$ cat src/rtl/fetch_stage.sv
// Instruction fetch stage: sequential single-outstanding fetch into a small FIFO,
// feeding instruction/PC to decode with stall, flush-redirect and NOP injection.
module fetch_stage #(
   parameter int               width       = 32,
   parameter logic [width-1:0] resetVector = '0,
   parameter int               bufDepth    = 2
) (
   input  logic             clk,
   input  logic             rstn,
   input  logic             stall,
   input  logic             flush,
   input  logic [width-1:0] flushAddr,
   output logic             memReq,
   output logic [width-1:0] memAddr,
   input  logic             memAck,
   input  logic [width-1:0] memData,
   output logic [width-1:0] instruction,
   output logic [width-1:0] PC
);

   localparam int PW = $clog2(bufDepth);
   localparam int CW = PW + 1;
   localparam logic [width-1:0] NOP = width'(32'h0000_0013);

   logic [width-1:0] fetchPC;
   logic             outstanding, discard;
   logic [width-1:0] bufAddr [bufDepth];
   logic [width-1:0] bufWord [bufDepth];
   logic [PW-1:0]    rdPtr, wrPtr;
   logic [CW-1:0]    count;

   logic full, issue, ack, push, pop;

   always_comb begin
      full  = (count == CW'(bufDepth));
      issue = !outstanding && !full && !flush;
      ack   = memAck && outstanding;
      // memAddr still names the outstanding request, so it tags the returned word
      push  = ack && !discard && !flush;
      pop   = !stall && !flush && (count != '0);
   end

   always_ff @(posedge clk) begin
      if (!rstn) begin
         fetchPC     <= resetVector;
         outstanding <= 1'b0;
         discard     <= 1'b0;
         rdPtr       <= '0;
         wrPtr       <= '0;
         count       <= '0;
         memReq      <= 1'b0;
         memAddr     <= resetVector;
         instruction <= NOP;
         PC          <= resetVector;
      end else begin
         memReq <= issue;
         if (issue) begin
            memAddr <= fetchPC;
            fetchPC <= fetchPC + width'(4);
         end
         if (flush)
            fetchPC <= flushAddr;

         if (issue)
            outstanding <= 1'b1;
         else if (ack)
            outstanding <= 1'b0;

         if (ack)
            discard <= 1'b0;
         else if (flush && outstanding)
            discard <= 1'b1;

         if (flush) begin
            rdPtr       <= '0;
            wrPtr       <= '0;
            count       <= '0;
            instruction <= NOP;
         end else begin
            if (pop) begin
               instruction <= bufWord[rdPtr];
               PC          <= bufAddr[rdPtr];
               rdPtr       <= rdPtr + PW'(1);
            end else if (!stall) begin
               instruction <= NOP;
            end
            // pop reads the old head, so a push into an empty FIFO is never bypassed
            if (push) begin
               bufWord[wrPtr] <= memData;
               bufAddr[wrPtr] <= memAddr;
               wrPtr          <= wrPtr + PW'(1);
            end
            count <= count + CW'(push) - CW'(pop);
         end
      end
   end

endmodule

$ cat config.mk
export PLATFORM = sky130hd
export DESIGN_NAME = fetch_stage
export DESIGN_NICKNAME = d
export VERILOG_FILES = /design/src/rtl/fetch_stage.sv
export SDC_FILE = /design/constraint.sdc
export NUM_CORES = 1
export LEC_CHECK = 0
export ABC_AREA = 1
export CAP_MARGIN = 40
export CORE_MARGIN = 2
export CORE_UTILIZATION = 40
export DETAILED_ROUTE_END_ITERATION = 16
export GPL_ROUTABILITY_DRIVEN = 1
export PLACE_DENSITY = 0.67
export SLEW_MARGIN = 25
export SYNTH_ARGS = -nofsm -noshare
export SYNTH_HDL_FRONTEND = slang
export SYNTH_SLANG_ARGS = --single-unit
$ cat constraint.sdc
create_clock -name clk -period 15.3 [get_ports clk]
set_input_delay 3.06 -clock clk [delete_from_list [all_inputs] [get_ports clk]]
set_output_delay 3.06 -clock clk [all_outputs]
set_load 0.01 [all_outputs]
; Yosys cells after proc, flatten, opt, wreduce, memory -nomap -nowiden
; Memory sizes are Yosys's and may differ from the RTL's. A register that Yosys moved wholly into a read port is not among the register bits.
; Cells that the tools add are included.
; W data, S select, Z words.
[totals]
reg_bits = 103
mem_bits_rw = 128
input_bits = 69
word_cells = 52
n_memories = 2
[memory_table]
columns = name, depth, word_bits, read_ports, rd_ports_with_merged_regs, write_ports, line
row1 = bufAddr, 2, 32, 1, 1, 1, 27  ; logic [width-1:0] bufAddr [bufDepth];
row2 = bufWord, 2, 32, 1, 1, 1, 28  ; logic [width-1:0] bufWord [bufDepth];
[classes]
n_addsub = 5
n_eq_ne = 2
n_mux = 12
n_bitwise = 2
n_reduce_logical = 20
[ops]
columns = cell, count
row1 = $mux W32, 4
row2 = $add A32 B3 Y32 const B, 1
row3 = $logic_and A1 B1 Y1, 8
row4 = $mux W1, 8
row5 = $logic_not A1 Y1, 6
row6 = $reduce_bool A2 Y1, 3
row7 = $reduce_or A2 Y1, 2
row8 = $add A1 B1 Y1 const B, 2
row9 = $add A2 B1 Y2, 1
row10 = $eq A2 B2 Y1 const B, 1
row11 = $ne A2 B1 Y1 const B, 1
row12 = $not A1 Y1, 2
row13 = $reduce_and A2 Y1, 1
row14 = $sub A2 B1 Y2, 1

; Depth between registers and ports, before layout
[logic_depth]
ltp_word = 7
ltp_mapped = 10
mapped_depth_nobuf = 10

; Worst setup path before layout
; Ideal clock, no wire load.
[synth_timing]
kind = in2reg
start = input flush
end = memory bufAddr[0][0], enable pin
t_arrival_ps = 7834
required_time_ps = 14736
path_slack_ps = 6902
cell_stages = 4
path_buffers = 1
path_cell_list = buf_2 -> nor2_1 -> nand3_1 -> nor3_1
[synth_via]
elab_chain_len = 6
[synth_rtl]
columns = element, line
row1 = from (decl), 11  ; input logic flush,
row2 = $logic_not A1 Y1, 39  ; push = ack && !discard && !flush;
row3 = $logic_and A1 B1 Y1, 39
row4 = $mux W1, 88  ; if (push) begin
row5 = $mux W1 (*), 74  ; if (flush) begin
row6 = $mux W1 (*), 44  ; if (!rstn) begin
row7 = $mux W1 (implied by the code) (*), 90  ; bufAddr[wrPtr] <= memAddr;
row8 = to (decl), 27
; Every way passes the cells marked *; elsewhere a longest branch is shown, timed or not.

; Final worst setup path
[layout_timing]
start = input flush
end = register fetchPC[9]
[layout_via]
elab_chain_len = 3
[layout_rtl]
columns = element, line
row1 = $logic_not A1 Y1, 36  ; issue = !outstanding && !full && !flush;
row2 = $logic_and A1 B1 Y1, 36
row3 = $reduce_bool A2 Y1 (no line), --
row4 = to (signal assigned), 45  ; fetchPC <= resetVector;
row5 = to (signal assigned), 59  ; fetchPC <= fetchPC + width'(4);
row6 = to (signal assigned), 62  ; fetchPC <= flushAddr;
row7 = to (decl), 25  ; logic [width-1:0] fetchPC;
; Several ways; a longest one is shown, not always the timed one.
; A chain may end at the register's enable or synchronous reset.

==> results.py <==
metrics = {
    "pwr": {
        "powerDensity_mw_per_mm2": 116,
        "p_clk_frac": 0.422,
        "p_int_uw": 1170,
        "p_leak_uw": 0.00450,
        "power.share.sequential": 0.515,
        "swShare": 0.219,
        "pwr-share-comb": 0.063,
        "power.switching_uw": 329,
        "ir_drop_mv": 0.0677,
    },
    "clocking": {
        "holdBufCountCts": 0,
        "clkTransAtPathRegs_ns": 0.06,
        "cts-htree-levels": 1,
        "cts_setup_buffers": 0,
        "cts_buffers": 26,
        "cts.sinks": 264,
        "postCtsResizedCells": 0,
        "cts.path.max_buffers": 3,
        "cts_root_buf": "clkbuf_16",
        "cts_tree": "done",
        "clk_latency_ns": 0.53,
    },
    "floorplanning": {
        "start_util": 0.405,
        "row_count": 58,
        "fp.coreArea_mm2": 0.0250,
        "dieArea_mm2": 0.0266,
        "boundaryPins": 166,
        "die_w_um": 163,
        "fp.dieH_um": 163,
    },
    "sta": {
        "totalNegativeSetupSlack_ns": 0,
        "hold_viol": 0,
        "grt_setup_unrepaired": "no",
        "setup_viol": 0,
        "worstMarginPinSlew_ns": 0.802,
        "fmax_mhz": 187,
        "setup_ws_ns": 9.95,
        "relSlewSlack": 0.465,
        "fin_crit_ns": 5.35,
        "fin_worst_skew_ns": 0.0127,
        "period_share": 0.350,
        "maxSlewViolCount": 0,
    },
    "final_layout": {
        "layout_commonest_cell": "nand2_1",
        "fin_cells": 1494,
        "drive_gt1_frac": 0.0911,
        "syn_to_final_growth_pct": 27.4,
        "utilization": 0.516,
        "final_cell_mix": "nand2_1 (263), clkdlybuf4s50_1 (164), dfxtp_1 (136), edfxtp_1 (128), a21oi_1 (64)",
        "num_antenna_cells": 0,
        "num-nets-final": 1216,
    },
    "global_routing": {
        "grt_overflow_total": 0,
        "grt_pass1_vias": 7204,
        "grt_pass1_wl_mm": 38.2,
        "grt_antenna_before_repair": 0,
        "track_usage": 0.181,
        "grt_max_degree": 80,
    },
    "synthesis": {
        "syn_area_mm2": 0.0101,
        "ys_ff_latch": 264,
        "avgSynthCellArea_um2": 10.2,
        "synth_area_leaders": "edfxtp_1 (38%), dfxtp_1 (27%), nand2_1 (9.7%), mux2_2 (3.2%), a21oi_1 (3.2%)",
        "synth-seq-area-share": 0.648,
        "syn_nets": 1064,
        "synth_top_area_cell": "edfxtp_1",
        "yosys_warnings": 0,
        "async_flop_share": 0,
        "syn_inst": 992,
        "synth_edf_count": 128,
        "synthFlopType": "dfxtp_1",
        "synth_cell_types": 40,
        "yosysTopAreaCellShare": 0.379,
    },
    "setup_path": {
        "r2r_start": "count[0]",
        "arrival_ns": 5.77,
        "crit_path_cell_trace": "clkdlybuf4s50_1, buf_4, inv_1, nand2_4, inv_2, nand3_1, o211ai_1, nor2_1",
        "crit_required_ns": 15.71,
        "setup.worst_path.end_class": "flip-flop",
        "slowest_stage": "inv_2",
        "critPathLaunchType": "input pin",
        "crit_path_max_fanout": 42,
        "r2r_end": "fetchPC[9]",
        "r2r_cells": 7,
        "rrSetupSlack_ns": 13.04,
        "cpPeakStageDelay_ns": 0.63,
        "critPathKind": "input pin to flip-flop",
    },
    "placed_design": {
        "dpl.hpwl_mm": 16.1,
        "routabilityCongestion": 0.897,
        "placedCellCount": 1446,
        "port_buffers": 165,
        "dp_slack_ns": 9.43,
    },
    "route": {
        "wl_mm": 24.4,
        "num_vias": 7501,
        "route.detailed.drc": 0,
        "ant_nets": 0,
        "drtPass1Iterations": 5,
        "drt_iter0_markers": 481,
        "routed_via_density": 5.02,
        "wire_per_inst_um": 16.3,
    },
    "worst_hold_path": {
        "min_to": "instruction[24]",
        "whs_path_depth": 2,
        "hold_path.class": "flip-flop to flip-flop",
        "hold_path_startpoint": "instruction[24]",
    },
    "run_status": {
        "outcome": "finished, final reports clean",
    },
    "flow_run": {
        "maxCapViolations": 0,
    },
}
==> per-layer routing <==
layer	vias to the layer above	part of all wire	track usage
met5	-	0	0
met4	0	0.028	0.0603
met3	41	0.049	0.0256
met2	216	0.47	0.304
met1	3550	0.45	0.243
li1	3694	-	-
==> state kept, by name, summed over array words and instances (netlist names), named ones only <==
register,count
bufWord,64
instruction,32
discard,1
bufAddr,64
memReq,1
outstanding,1
memAddr,32
count,2
rdPtr,1
fetchPC,32
PC,32
wrPtr,1
==> worst max-delay path by stage <==
stage	start	endpoint
3_3_place_gp	flush	fetchPC[23]
6_report	flush	fetchPC[9]
4_1_cts	flush	fetchPC[20]
3_5_place_dp	flush	fetchPC[20]
2_1_floorplan	flush	bufAddr[0][0]
5_1_grt	flush	fetchPC[23]
==> worst max-delay path: cells and delay by family <==
kind                   cells  cell delay [ns]
AOI/OAI and AO/OA          1             0.13
buffers and inverters      4             1.96
and+or+nand+nor            3             0.60
==> cell type report <==
cell class,instances,area [um2]
fillers,2250,12100
well taps,330,413
clock buffers,35,704
inverters,50,188
flip-flops and latches,264,6570
repair buffers,176,1740
clock inverters,13,148
multi-input cells,626,3150
==> through the flow <==
stage                     power [uW]  hold slack [ns]  area (um2)
after CTS                       1510            0.455       12900
after floorplan                  832            0.421       10100
after detailed placement         884            0.447       12100
after global routing            1550            0.478       12900
after global placement           881            0.444       12000
final                           1500            0.453       12900
==> power by group through the flow <==
stage	Combinational [uW]	Clock (uW)	Sequential (uW)
after global placement	93.0	0	788
after detailed placement	94.8	0	789
final	94.7	635	774
after CTS	95.3	646	774
after floorplan	44.8	0	788
after global routing	104	673	776
==> kinds of logic after synthesis <==
| family | Yosys count | synth area share |
|---|---|---|
| AO/OA/AOI/OAI | 196 | 0.106 |
| XOR/XNOR | 6 | 0.00519 |
| adder cells (fa/ha/maj) | 3 | 0.00371 |
| multiplexers | 32 | 0.0352 |
| buffers and inverters | 102 | 0.0419 |
| flip-flops | 264 | 0.648 |
| AND/OR/NAND/NOR | 389 | 0.159 |
==> cell usage after synthesis, types with 4 or more instances <==
cell type	count
nor2_2	10
nand4_1	7
mux2_2	29
a31oi_1	34
clkbuf_1	28
edfxtp_1	128
a22o_1	4
xor2_1	4
o21ai_0	45
inv_1	45
nand2_1	263
dfxtp_1	136
buf_2	20
nand3_1	32
inv_2	5
o21ai_1	37
a21oi_1	64
nor2_1	62
No activity file was read; power rests on OpenSTA's default activity.
